## src/rtl/vector_src_arbiter_if.sv

```systemverilog
// Handshake bundle between the two vector producers, the arbiter and the
// register-file write port. master = producers/consumer side, slave = arbiter.
interface vector_src_arbiter_if #(
  parameter int DATA_W = 32
);
  logic              s1_valid;
  logic              s1_last;
  logic              s1_ready;
  logic [DATA_W-1:0] s1_v0;
  logic [DATA_W-1:0] s1_v1;
  logic [DATA_W-1:0] s1_v2;
  logic [DATA_W-1:0] s1_v3;
  logic              s2_valid;
  logic              s2_last;
  logic              s2_ready;
  logic [DATA_W-1:0] s2_v0;
  logic [DATA_W-1:0] s2_v1;
  logic [DATA_W-1:0] s2_v2;
  logic [DATA_W-1:0] s2_v3;
  logic              sel;
  logic              o_valid;
  logic              o_ready;
  logic              o_src;
  logic [DATA_W-1:0] o_v0;
  logic [DATA_W-1:0] o_v1;
  logic [DATA_W-1:0] o_v2;
  logic [DATA_W-1:0] o_v3;

  modport master (
    output s1_valid, s1_last, s1_v0, s1_v1, s1_v2, s1_v3,
    output s2_valid, s2_last, s2_v0, s2_v1, s2_v2, s2_v3,
    output o_ready,
    input  s1_ready, s2_ready, sel, o_valid, o_src,
    input  o_v0, o_v1, o_v2, o_v3
  );

  modport slave (
    input  s1_valid, s1_last, s1_v0, s1_v1, s1_v2, s1_v3,
    input  s2_valid, s2_last, s2_v0, s2_v1, s2_v2, s2_v3,
    input  o_ready,
    output s1_ready, s2_ready, sel, o_valid, o_src,
    output o_v0, o_v1, o_v2, o_v3
  );
endinterface

```

## src/rtl/vector_src_arbiter.sv

```systemverilog
// Burst arbiter for the shared 4-lane vector mux with a registered output stage.
// Define VARB_ROUND_ROBIN_EN for round-robin tie breaking (default: src1 priority).
module vector_src_arbiter #(
  parameter int DATA_W    = 32,
  parameter int MAX_BURST = 16
) (
  input logic                 clk,
  input logic                 rst_n,
  vector_src_arbiter_if.slave bus
);
  typedef enum logic [1:0] {
    IDLE   = 2'd0,
    GRANT1 = 2'd1,
    GRANT2 = 2'd2
  } state_t;

  localparam logic [7:0] CNT_END = 8'(MAX_BURST - 1);

  state_t            state;
  state_t            state_nx;
  logic              sel_q;
  logic              sel_nx;
  logic [7:0]        cnt;
  logic [7:0]        cnt_nx;
  logic              last_grant;
  logic              lg_nx;
  logic              o_valid_q;
  logic              o_valid_nx;
  logic              o_src_q;
  logic [DATA_W-1:0] o_v0_q;
  logic [DATA_W-1:0] o_v1_q;
  logic [DATA_W-1:0] o_v2_q;
  logic [DATA_W-1:0] o_v3_q;
  logic              take;
  logic              xfer;
  logic              src;
  logic              last;
  logic              tie2;
  logic              pick2;

  assign take = !o_valid_q || bus.o_ready;
  assign bus.s1_ready = (state == GRANT1) && take;
  assign bus.s2_ready = (state == GRANT2) && take;
  assign src  = (state == GRANT2);
  assign last = src ? bus.s2_last : bus.s1_last;
  assign xfer = (bus.s1_valid && bus.s1_ready)
             || (bus.s2_valid && bus.s2_ready);

  // last_grant = 1 means src2 was served last
`ifdef VARB_ROUND_ROBIN_EN
  assign tie2 = !last_grant;
`else
  assign tie2 = 1'b0;
`endif
  assign pick2 = bus.s2_valid && (!bus.s1_valid || tie2);

  always_comb begin
    state_nx   = state;
    sel_nx     = sel_q;
    cnt_nx     = cnt;
    lg_nx      = last_grant;
    o_valid_nx = o_valid_q && !bus.o_ready;
    if (xfer) o_valid_nx = 1'b1;
    unique case (1'b1)
      (state == IDLE): begin
        if (bus.s1_valid || bus.s2_valid) begin
          state_nx = pick2 ? GRANT2 : GRANT1;
          sel_nx   = pick2;
        end
      end
      default: begin
        if (xfer) begin
          if (last || cnt == CNT_END) begin
            state_nx = IDLE;
            cnt_nx   = '0;
            lg_nx    = src;
          end else begin
            cnt_nx = cnt + 8'd1;
          end
        end
      end
    endcase
  end

  always_ff @(posedge clk or negedge rst_n) begin
    if (!rst_n) begin
      state      <= IDLE;
      sel_q      <= 1'b0;
      cnt        <= '0;
      last_grant <= 1'b1;
      o_valid_q  <= 1'b0;
      o_src_q    <= 1'b0;
      o_v0_q     <= '0;
      o_v1_q     <= '0;
      o_v2_q     <= '0;
      o_v3_q     <= '0;
    end else begin
      state      <= state_nx;
      sel_q      <= sel_nx;
      cnt        <= cnt_nx;
      last_grant <= lg_nx;
      o_valid_q  <= o_valid_nx;
      if (xfer) begin
        o_src_q <= src;
        o_v0_q  <= sel_q ? bus.s2_v0 : bus.s1_v0;
        o_v1_q  <= sel_q ? bus.s2_v1 : bus.s1_v1;
        o_v2_q  <= sel_q ? bus.s2_v2 : bus.s1_v2;
        o_v3_q  <= sel_q ? bus.s2_v3 : bus.s1_v3;
      end
    end
  end

  assign bus.sel     = sel_q;
  assign bus.o_valid = o_valid_q;
  assign bus.o_src   = o_src_q;
  assign bus.o_v0    = o_v0_q;
  assign bus.o_v1    = o_v1_q;
  assign bus.o_v2    = o_v2_q;
  assign bus.o_v3    = o_v3_q;
endmodule

```

## src/flat_wrapper.sv

```systemverilog
// flat-port wrapper written by rule: the top's interface ports become plain ports
module vector_src_arbiter_flat 
#(
  parameter int DATA_W    = 32,
  parameter int MAX_BURST = 16
)
  (clk, rst_n, bus_s1_valid, bus_s1_last, bus_s1_v0, bus_s1_v1, bus_s1_v2, bus_s1_v3, bus_s2_valid, bus_s2_last, bus_s2_v0, bus_s2_v1, bus_s2_v2, bus_s2_v3, bus_o_ready, bus_s1_ready, bus_s2_ready, bus_sel, bus_o_valid, bus_o_src, bus_o_v0, bus_o_v1, bus_o_v2, bus_o_v3);
  vector_src_arbiter_if #(.DATA_W(DATA_W)) bus_i ();
  input logic clk;
  input logic rst_n;
  input wire logic [$bits(bus_i.s1_valid)-1:0] bus_s1_valid;
  input wire logic [$bits(bus_i.s1_last)-1:0] bus_s1_last;
  input wire logic [$bits(bus_i.s1_v0)-1:0] bus_s1_v0;
  input wire logic [$bits(bus_i.s1_v1)-1:0] bus_s1_v1;
  input wire logic [$bits(bus_i.s1_v2)-1:0] bus_s1_v2;
  input wire logic [$bits(bus_i.s1_v3)-1:0] bus_s1_v3;
  input wire logic [$bits(bus_i.s2_valid)-1:0] bus_s2_valid;
  input wire logic [$bits(bus_i.s2_last)-1:0] bus_s2_last;
  input wire logic [$bits(bus_i.s2_v0)-1:0] bus_s2_v0;
  input wire logic [$bits(bus_i.s2_v1)-1:0] bus_s2_v1;
  input wire logic [$bits(bus_i.s2_v2)-1:0] bus_s2_v2;
  input wire logic [$bits(bus_i.s2_v3)-1:0] bus_s2_v3;
  input wire logic [$bits(bus_i.o_ready)-1:0] bus_o_ready;
  output wire logic [$bits(bus_i.s1_ready)-1:0] bus_s1_ready;
  output wire logic [$bits(bus_i.s2_ready)-1:0] bus_s2_ready;
  output wire logic [$bits(bus_i.sel)-1:0] bus_sel;
  output wire logic [$bits(bus_i.o_valid)-1:0] bus_o_valid;
  output wire logic [$bits(bus_i.o_src)-1:0] bus_o_src;
  output wire logic [$bits(bus_i.o_v0)-1:0] bus_o_v0;
  output wire logic [$bits(bus_i.o_v1)-1:0] bus_o_v1;
  output wire logic [$bits(bus_i.o_v2)-1:0] bus_o_v2;
  output wire logic [$bits(bus_i.o_v3)-1:0] bus_o_v3;
  assign bus_i.s1_valid = bus_s1_valid;
  assign bus_i.s1_last = bus_s1_last;
  assign bus_i.s1_v0 = bus_s1_v0;
  assign bus_i.s1_v1 = bus_s1_v1;
  assign bus_i.s1_v2 = bus_s1_v2;
  assign bus_i.s1_v3 = bus_s1_v3;
  assign bus_i.s2_valid = bus_s2_valid;
  assign bus_i.s2_last = bus_s2_last;
  assign bus_i.s2_v0 = bus_s2_v0;
  assign bus_i.s2_v1 = bus_s2_v1;
  assign bus_i.s2_v2 = bus_s2_v2;
  assign bus_i.s2_v3 = bus_s2_v3;
  assign bus_i.o_ready = bus_o_ready;
  assign bus_s1_ready = bus_i.s1_ready;
  assign bus_s2_ready = bus_i.s2_ready;
  assign bus_sel = bus_i.sel;
  assign bus_o_valid = bus_i.o_valid;
  assign bus_o_src = bus_i.o_src;
  assign bus_o_v0 = bus_i.o_v0;
  assign bus_o_v1 = bus_i.o_v1;
  assign bus_o_v2 = bus_i.o_v2;
  assign bus_o_v3 = bus_i.o_v3;
  vector_src_arbiter #(.DATA_W(DATA_W), .MAX_BURST(MAX_BURST)) u_core (.clk(clk), .rst_n(rst_n), .bus(bus_i));
endmodule
```

## config.mk

```make
export PLATFORM = sky130hd
export DESIGN_NAME = vector_src_arbiter_flat
export DESIGN_NICKNAME = d
export VERILOG_FILES = /design/src/rtl/vector_src_arbiter_if.sv /design/src/rtl/vector_src_arbiter.sv /design/src/flat_wrapper.sv
export SDC_FILE = /design/constraint.sdc
export NUM_CORES = 1
export LEC_CHECK = 0
export ABC_AREA = 1
export ABC_CLOCK_PERIOD_IN_PS = 3250
export BUFFER_PORTS_ARGS = -buffer_cell sky130_fd_sc_hd__buf_2
export CAP_MARGIN = 20
export CORE_AREA = 2 2 154 156
export DETAILED_ROUTE_END_ITERATION = 6
export DIE_AREA = 0 0 156 158
export PLACE_DENSITY = 0.58
export SLEW_MARGIN = 20
export SYNTH_ARGS = -nofsm -noshare
export SYNTH_HDL_FRONTEND = slang
export SYNTH_SLANG_ARGS = --single-unit
```

## constraint.sdc

```tcl
create_clock -name clk -period 3.25 [get_ports clk]
set_input_delay 0.4875 -clock clk [delete_from_list [all_inputs] [get_ports clk]]
set_output_delay 0.4875 -clock clk [all_outputs]
set_load 0.01 [all_outputs]
```

==> flow_summary.toml <==
[setup_path]
reg2reg_setup_slack_ns = 1.15
critical_path_class = "flop to flop"
crit_fanout = 103
arrival_ns = 2.41
cp-end-kind = "flop"
cp.required_ns = 3.56
rr_worst_depth = 6
critical_path.startpoint = "u_core.state[1]"
timing.rr.end = "u_core.bus.o_v1[14]"
timing.rr.start = "u_core.state[1]"
start_kind = "flop"

[route]
routedWlPerCell_um = 14.5
vias = 6792
first_pass_iters = 4
drtIter0Drc = 397
postRouteAntennaNets = 0
routed_via_density = 4.59
wl_met2_um = 10300
drc = 0
drt-total-wl_um = 21400
wl_met3_um = 1440
top_layer = "met4"
wl_met1_um = 9190

[timing]
setup_tns_ns = 0
worst_slew_pin_slew_ns = 0.645
fin_crit_sh_pct = 64.7
finClkSkew_ns = 0.00961
setup_viol = 0
min_period_ns = 2.10
finalHoldViolations = 0
slew_headroom_pct = 57.0
slew_violations = 0
rsz0062_at_grt = "false"
fmax_mhz = 476
holdWs_ns = 0.0139

[synthesis]
syn_area_sq_um = 6820
synth_edf_count = 0
synth-seq-area-share_pct = 51.8
synth_top_area_share_pct = 51.8
synthDistinctLibCells = 22
synthMostInstantiatedCell = "nor2_1"
syn_inst = 810
synth_area_leaders = "dfrtp_1, nor2_1, o21a_1, o21ai_0, nand2_1"
ys_seq_elements = 141
netlist_top_cells_count = "nor2_1, dfrtp_1, o21a_1"
avgSynthCellArea_sq_um = 8.42
syn_nets = 1074
synth_top_area_cell = "dfrtp_1"
synth_warnings = 0
async_reset_ff_share_pct = 100
ys.flop_type = "dfrtp_1"

[clock_network]
post_cts_resized = 0
clock_sinks = 141
clockRootBuffer = "clkbuf_16"
cts_hold_buf = 0
clk_path_buf_depth = 2
cts_setup_buffers = 0
cts_tree = "built"
numCtsBuffers = 17
clkTransAtPathRegs_ns = 0.06
cts_max_level = 4
clk_latency_ns = 0.42

[power]
pwr-share-clk_pct = 23.1
p_leak_nw = 4.60
pwr_density_cell_nw_per_um2 = 952
pwr-share-comb_pct = 43.8
p_int_mw = 5.63
seq_power_share_pct = 33.0
power_mw = 9.20
ir_drop_uv = 351
sw_frac_of_total_pct = 38.8
p_sw_mw = 3.57

[floorplanning]
design.die.area_sq_um = 24600
io-pin-count = 396
initial_core_util_pct = 29.6
fp.dieW_um = 156
rows = 56
die_y_um = 158
core_sq_um = 23100

[cells_and_area]
drive_gt1_share_pct = 37.1
nets = 1441
nFillCells = 2356
antenna_cells = 0
syn2layout_area_growth_pct = 41.7

[global_routing]
grt_pass1_wl_um = 32900
overflow = 0
first_global_vias = 6516
grt_max_degree = 131
track_usage_pct = 16.9
antenna_found_initial = 1

[worst_hold_path]
holdCritPathClass = "input pin to asynchronous set/reset pin"

[status]
status = "completed"

[job]
cap_viol_max_count = 0

[place]
dpl.hpwl_um = 15200
portBuffers = 395
routabilityCongestion = 0.846
logic make-up after synthesis:
kind of cell,share of synthesized area (%)
adder cells (fa/ha/maj),0.184
buffers and inverters,5.07
AND/OR/NAND/NOR,19.1
flip-flops,51.8
AO/OA/AOI/OAI,23.9
final cells by class:
class | instances | area [sq um] | share of cell area (%)
Tap cell | 290 | 363 | 3.76
Multi-Input combinational cell | 598 | 2950 | 30.6
Inverter | 14 | 55.1 | 0.570
Sequential cell | 141 | 3530 | 36.6
Timing Repair Buffer | 405 | 2120 | 22.0
Clock buffer | 19 | 433 | 4.48
Clock inverter | 13 | 205 | 2.12
state kept, by name, indices dropped and copies added (netlist names):
register	count
u_core.bus.o_v3	32
u_core.bus.sel	1
u_core.bus.o_v1	32
u_core.state	2
u_core.bus.o_v0	32
u_core.bus.o_valid	1
u_core.bus.o_v2	32
u_core.cnt	8
u_core.bus.o_src	1
power by group through the flow:
| stage | registers (mW) | logic [mW] | clock network [mW] |
|---|---|---|---|
| after floorplan | 3.40 | 2.21 | 0 |
| after CTS | 3.05 | 4.10 | 2.19 |
| after global placement | 3.05 | 4.06 | 0 |
| after detailed placement | 3.06 | 4.11 | 0 |
| after global routing | 3.14 | 4.51 | 2.29 |
| final | 3.04 | 4.03 | 2.13 |
worst max-delay path: stages (launching register included):
cell     delay [ns]
dfrtp_1        0.46
nor2_1         0.13
nand3_1        0.19
nand2_8        0.51
buf_12         0.33
o21ai_0        0.15
o21a_1         0.13
worst max path at each step:
stage | end | slack (ns) | cells past startpoint
floorplan | u_core.bus.o_v1[10] | 1.80 | 8
CTS | bus_sel | 1.14 | 2
global route | u_core.bus.o_v1[31] | 0.98 | 7
finish | u_core.bus.o_v1[14] | 1.15 | 6
detailed placement | u_core.bus.o_v3[23] | 0.99 | 8
global placement | u_core.bus.o_v3[23] | 1.02 | 8
layer usage:
metal  vias to the layer above  GRT usage (%)
met4                         0           5.72
li1                       3415              -
met5                         -              0
met3                        28           4.19
met2                       268           29.0
met1                      3081           20.9
placed cells by master (no fill, tap or decap):
cell type / count
inv_8: 3
nand2_8: 1
inv_2: 1
a21oi_1: 3
nand4_1: 2
buf_6: 1
o21ai_1: 20
buf_4: 5
inv_1: 12
o21a_1: 128
inv_4: 1
nor2_1: 273
buf_2: 394
nand3_1: 13
nand3b_1: 1
buf_12: 5
bufinv_16: 4
clkinvlp_4: 1
nor3_1: 1
nand2_1: 43
clkbuf_1: 2
inv_6: 2
dfrtp_1: 140
nand3_2: 1
nor2_2: 1
clkbuf_16: 17
ha_1: 1
clkinv_4: 3
dfrtp_4: 1
o21ai_0: 110
metrics by stage:
stage | instances | cell area, sq um | util, % | setup slack [ns]
after detailed placement | 1448 | 9020 | 39.1 | 0.991
after global routing | 1480 | 9660 | 41.9 | 0.976
final | 1480 | 9660 | 41.9 | 1.15
after floorplan | 810 | 6820 | - | 1.80
after CTS | 1480 | 9660 | 41.9 | 1.14
after global placement | 1448 | 9020 | 39.1 | 1.02
(Power assumes the default switching activity.)
